### config.mk
export PLATFORM = sky130hd
export DESIGN_NAME = uart_rx
export DESIGN_NICKNAME = d
export VERILOG_FILES = /design/src/rtl/uart_pkg.sv /design/src/rtl/uart_rx_sync.sv /design/src/rtl/uart_rx.sv
export SDC_FILE = /design/constraint.sdc
export NUM_CORES = 1
export LEC_CHECK = 0
export CAP_MARGIN = 15
export CORE_MARGIN = 2
export CORE_UTILIZATION = 25
export CTS_CLUSTER_SIZE = 8
export DETAILED_ROUTE_END_ITERATION = 6
export SYNTH_ARGS = -nofsm -noshare
export SYNTH_HDL_FRONTEND = slang
export SYNTH_SLANG_ARGS = --single-unit
### constraint.sdc
create_clock -name clk -period 5.1 [get_ports clk]
set_input_delay 1.275 -clock clk [delete_from_list [all_inputs] [get_ports clk]]
set_output_delay 1.275 -clock clk [all_outputs]
set_load 0.01 [all_outputs]
### src/rtl/uart_pkg.sv
// Shared UART definitions: receiver FSM state encoding, frame width and
// default bit-period divider (50 MHz system clock / 115200 baud).
package uart_pkg;
  localparam int UART_DATA_BITS   = 8;
  localparam int UART_DIV_DEFAULT = 434;
  localparam int UART_CNT_W       = 16;

  typedef enum logic [1:0] {IDLE, START, DATA, STOP} uart_state_e;
endpackage

### src/rtl/uart_rx_sync.sv
// Input conditioner for the asynchronous rx pin.
//   clk, rst : system clock, async active-high reset
//   rx       : raw serial line
//   rx_s     : rx after a 2-flop synchronizer
//   fall     : 1 when the synchronized line just went 1 -> 0
// All flops reset to 1 (idle line level).
module uart_rx_sync (
  input  logic clk,
  input  logic rst,
  input  logic rx,
  output logic rx_s,
  output logic fall
);
  logic s1, s2, hist;

  always_ff @(posedge clk or posedge rst) begin
    if (rst) begin
      s1   <= 1'b1;
      s2   <= 1'b1;
      hist <= 1'b1;
    end else begin
      s1   <= rx;
      s2   <= s1;
      hist <= s2;
    end
  end

  assign rx_s = s2;
  // Edge-only start: a line that stays low produces no further edges.
  assign fall = hist & ~s2;
endmodule

### src/rtl/uart_rx.sv
// 8N1 UART receiver, LSB first, idle-high line, with a one-entry
// valid/ready holding register toward the core.
//   DIV       : clk cycles per bit (4..65535)
//   clk, rst  : system clock, async active-high reset
//   rx        : serial input (asynchronous)
//   data_out  : received byte, stable while valid
//   valid     : holding register full
//   ready     : consumer accepts on valid && ready
//   frame_err : one-cycle pulse, stop bit sampled low
//   overrun   : sticky, byte completed while holding register stayed full
//   ovr_clr   : synchronous clear of overrun (a same-cycle set wins)
//   busy      : receiver not idle
module uart_rx
  import uart_pkg::*;
#(
  parameter int DIV = UART_DIV_DEFAULT
) (
  input  logic                      clk,
  input  logic                      rst,
  input  logic                      rx,
  output logic [UART_DATA_BITS-1:0] data_out,
  output logic                      valid,
  input  logic                      ready,
  output logic                      frame_err,
  output logic                      overrun,
  input  logic                      ovr_clr,
  output logic                      busy
);
  localparam logic [UART_CNT_W-1:0] HALF_M1 = UART_CNT_W'(DIV / 2 - 1);
  localparam logic [UART_CNT_W-1:0] FULL_M1 = UART_CNT_W'(DIV - 1);
  localparam logic [2:0]            LAST_BIT = 3'(UART_DATA_BITS - 1);

  logic rx_s, fall;

  uart_rx_sync u_sync (
    .clk  (clk),
    .rst  (rst),
    .rx   (rx),
    .rx_s (rx_s),
    .fall (fall)
  );

  uart_state_e               state, state_n;
  logic [UART_CNT_W-1:0]     cnt;
  logic [2:0]                bitpos;
  logic [UART_DATA_BITS-1:0] sh;
  logic                      cnt_zero;

  // FSM control strobes
  logic ld_half, ld_full, dec, shift, clr_bitpos, stop_ok, stop_bad;

  assign cnt_zero = (cnt == '0);

  // State register
  always_ff @(posedge clk or posedge rst) begin
    if (rst) state <= IDLE;
    else     state <= state_n;
  end

  // Next-state logic
  always_comb begin
    state_n = state;
    case (state)
      IDLE:  if (fall) state_n = START;
      // Line back high at mid-start: treat as a glitch.
      START: if (cnt_zero) state_n = rx_s ? IDLE : DATA;
      DATA:  if (cnt_zero && bitpos == LAST_BIT) state_n = STOP;
      STOP:  if (cnt_zero) state_n = IDLE;
      default: state_n = IDLE;
    endcase
  end

  // Output / control logic
  always_comb begin
    ld_half    = 1'b0;
    ld_full    = 1'b0;
    dec        = 1'b0;
    shift      = 1'b0;
    clr_bitpos = 1'b0;
    stop_ok    = 1'b0;
    stop_bad   = 1'b0;
    case (state)
      IDLE:  ld_half = fall;
      START: begin
        if (cnt_zero) begin
          ld_full    = ~rx_s;
          clr_bitpos = ~rx_s;
        end else begin
          dec = 1'b1;
        end
      end
      DATA: begin
        if (cnt_zero) begin
          shift   = 1'b1;
          ld_full = 1'b1;
        end else begin
          dec = 1'b1;
        end
      end
      STOP: begin
        if (cnt_zero) begin
          stop_ok  = rx_s;
          stop_bad = ~rx_s;
        end else begin
          dec = 1'b1;
        end
      end
      default: ;
    endcase
  end

  assign busy = (state != IDLE);

  // Bit timing and shift register
  always_ff @(posedge clk or posedge rst) begin
    if (rst) begin
      cnt    <= '0;
      bitpos <= '0;
      sh     <= '0;
    end else begin
      if (ld_half)      cnt <= HALF_M1;
      else if (ld_full) cnt <= FULL_M1;
      else if (dec)     cnt <= cnt - 1'b1;

      if (clr_bitpos)   bitpos <= '0;
      else if (shift)   bitpos <= bitpos + 3'd1;

      if (shift) sh <= {rx_s, sh[UART_DATA_BITS-1:1]};
    end
  end

  // Holding register; a byte may land in the same cycle the old one is taken.
  logic take, accept, lost;
  assign take   = valid & ready;
  assign accept = stop_ok & (~valid | ready);
  assign lost   = stop_ok & valid & ~ready;

  always_ff @(posedge clk or posedge rst) begin
    if (rst) begin
      data_out  <= '0;
      valid     <= 1'b0;
      frame_err <= 1'b0;
      overrun   <= 1'b0;
    end else begin
      frame_err <= stop_bad;
      if (accept) begin
        data_out <= sh;
        valid    <= 1'b1;
      end else if (take) begin
        valid <= 1'b0;
      end
      if (lost)         overrun <= 1'b1;
      else if (ovr_clr) overrun <= 1'b0;
    end
  end
endmodule

==> run metrics <==
ys async rst share 100.0%; endpoints failing setup 0; post-synthesis sequential area ratio between 40 and 50%; post-CTS sizing 0; cell area power density about 370 mW/mm^2; Warnings, synthesis 0; Initial Util 25.54%; DP Wirelength slightly above 3000 um; RSZ-0062 raised after global routing false; FP Rows 34; # IOs 17; Die Ht 97.94 um; maximum vdd ir drop 307.8 uV; Root Buffer clkbuf_8; Post-CTS Hold Buffers 0; Least-Margin Pin Slew roughly 0.52 ns; First-pass DRT Iterations 4; Reg clk slew, reported paths 0.09 ns; Inst Count DP 314; Final Hold Viols 0; crit share post-route 61.42%; top_reg_cell synth dfrtp_1; final slew viol count 0; layout cells sized above 1 18.22%; fmax 319.2 MHz; Fin Setup TNS 0 ns; Post-synth EDFFs 0; Pleak 0.001076 uW; maximum number of pins on one net before global-route repair 44; Max Cap Viol 0; initial antenna violation count 0; register bit total from synthesis 43; Syn Nets 211; Yosys cell types 44; htree depth 2; status finished, final reports clean; cells after synthesis 198; worst hold slack 0.3585 ns; skew final roughly 0.0085 ns; synthesized area about 0.0022 sq mm; Core ar. 0.008636 sq mm; TritonCTS clock tree built; # port buffers 16; # clock sinks 43; overall power 950.7 uW; vias in the first global route roughly 1.5k; Avg Inst Size Synth 11.14 sq um; Area Overhead vs Synth 15.37%; WP data required 3.83 ns; Non-Filler Instances 322; DR DRC count 0; Die W roughly 100 um; filler instances between 800 and 900; DR WL/cell 13.51 um; final wirelength 4351 um; Iter 0 DRT Violations 83; Multi-input gate area 0.001028 sq mm; global placement routability congestion roughly 0.76; Worst Setup End Kind primary output; register area 0.001080 sq mm; min Tclk post-route 3.132 ns; first-pass GRT wire length between 7000 and 8000 um; Clock Path Buffers 2; gr usage total 9.238%; GRT Residual Overflow 0; Final nets approximately 230; worst skew pair latency 0.30 ns; CP startpoint kind flop; antenna cells 0; Worst Path Arrival about 1.9 ns; crit-path max FO 9; post-CTS setup buffers 0; Die ar. 0.009591 sq mm; total number of vias 1,576; Crit Path Class reg2out; Antenna Nets Post-Route 0; Worst Hold Class reg2reg; Num CTS Buffers 5; vias per cell 4.894; Worst slew margin 65.09%; Final Util between 20% and 30%
worst paths after layout:
kind / cells past startpoint / slack [ns] / startpoint / end
setup reg to reg: 6 / 2.41 / cnt[0] / cnt[1]
hold reg to reg: 0 / 0.36 / u_sync.s1 / u_sync.rx_s
min in group asynchronous: 3 / 1.41 / rst / frame_err
setup / recovery: 4 / 1.97 / state[0] / busy
hold / removal: 0 / 0.36 / u_sync.s1 / u_sync.rx_s
max in group asynchronous: 3 / 3.31 / rst / u_sync.hist
routing by layer:
metal | part of all wire (%) | GRT usage [%]
met4 | 0.55 | 1.816
met1 | 50 | 13.22
met3 | 4.8 | 2.434
met5 | 0 | 0
met2 | 45 | 14.17
registers in the layout, indices dropped and copies added (netlist names), named ones only:
name	count
bitpos	3
u_sync.s1	1
overrun	1
valid	1
sh	8
u_sync.rx_s	1
cnt	16
state	1
u_sync.hist	1
data_out	8
frame_err	1
critical path: stages, from the launching register on:
cell,delay [ns]
dfrtp_1,0.42
inv_1,0.10
ha_1,0.30
inv_1,0.17
clkdlybuf4s50_1,0.56
final cells by class:
class / instances / share of cell area, %
multi-input combinational: 136 / 40.41
timing repair buffer: 18 / 6.883
inverter: 9 / 1.327
tap: 108 / 5.310
clock buffer: 5 / 2.704
sequential: 43 / 42.43
clock inverter: 3 / 0.9341
power breakdown:
group / switching [uW] / internal (uW) / total, uW
combinational: 171 / 122 / 292
clock: 127 / 98.0 / 225
sequential: 52.8 / 381 / 433
total: 350 / 600 / 951
layout by cell type (no fill, tap or decap), types with 2 or more instances in the layout:
cell              n
a21boi_0          2
a21oi_1          12
buf_4             2
clkbuf_8          5
clkdlybuf4s50_1  16
clkinvlp_4        2
dfrtp_1          40
dfstp_2           3
ha_1              8
inv_1             9
mux2_2           16
mux2i_1           2
nand2_1           5
nand2b_1          5
nand3_1           6
nor2_1            6
nor2b_1           2
nor3_1            3
nor4_1            6
o21a_1            2
o21ai_0          13
o31a_1            2
o31ai_1           7
o41ai_1           2
or2_2             2
or3_1             6
or4_1            12
synth_stat cells (all sizes together), types with 2 or more instances:
cell | count | area [sq um]
o41ai | 2 | 17.52
inv | 9 | 33.78
dfstp | 3 | 78.83
nand2 | 6 | 25.03
a21oi | 12 | 60.06
nand2b | 5 | 31.28
clkbuf | 3 | 11.26
ha | 8 | 100.1
mux2i | 2 | 20.02
nor3 | 3 | 15.01
or3 | 6 | 37.54
o31ai | 7 | 52.55
or2 | 2 | 12.51
mux2 | 16 | 180.2
o21ai | 14 | 73.82
nor2 | 6 | 22.52
nor2b | 2 | 12.51
o21a | 2 | 15.01
buf | 7 | 52.54
or4b | 2 | 23.77
dfrtp | 40 | 1001
a21boi | 2 | 15.01
nand3 | 6 | 30.03
nor4 | 7 | 58.81
o31a | 2 | 17.52
or4 | 13 | 101.4
kinds of logic (layout without fill, tap and decap cells):
| logic type | count (synthesis) | after routing | share of synthesized area [%] |
|---|---|---|---|
| buffers and inverters | 19 | 35 | 4.424 |
| adder cells (fa/ha/maj) | 8 | 8 | 4.538 |
| multiplexers | 18 | 18 | 9.075 |
| AND/OR/NAND/NOR | 63 | 63 | 19.51 |
| AO/OA/AOI/OAI | 47 | 47 | 13.50 |
| flip-flops | 43 | 43 | 48.95 |
stage by stage:
| stage | cell area [sq um] | setup slack [ns] |
|---|---|---|
| 2_1_floorplan | 2206 | 2.805 |
| 3_3_place_gp | 2452 | 2.341 |
| 3_5_place_dp | 2452 | 2.300 |
| 4_1_cts | 2545 | 1.958 |
| 5_1_grt | 2545 | 1.833 |
| 6_report | 2545 | 1.968 |
No activity file was read; power rests on OpenSTA's default activity.
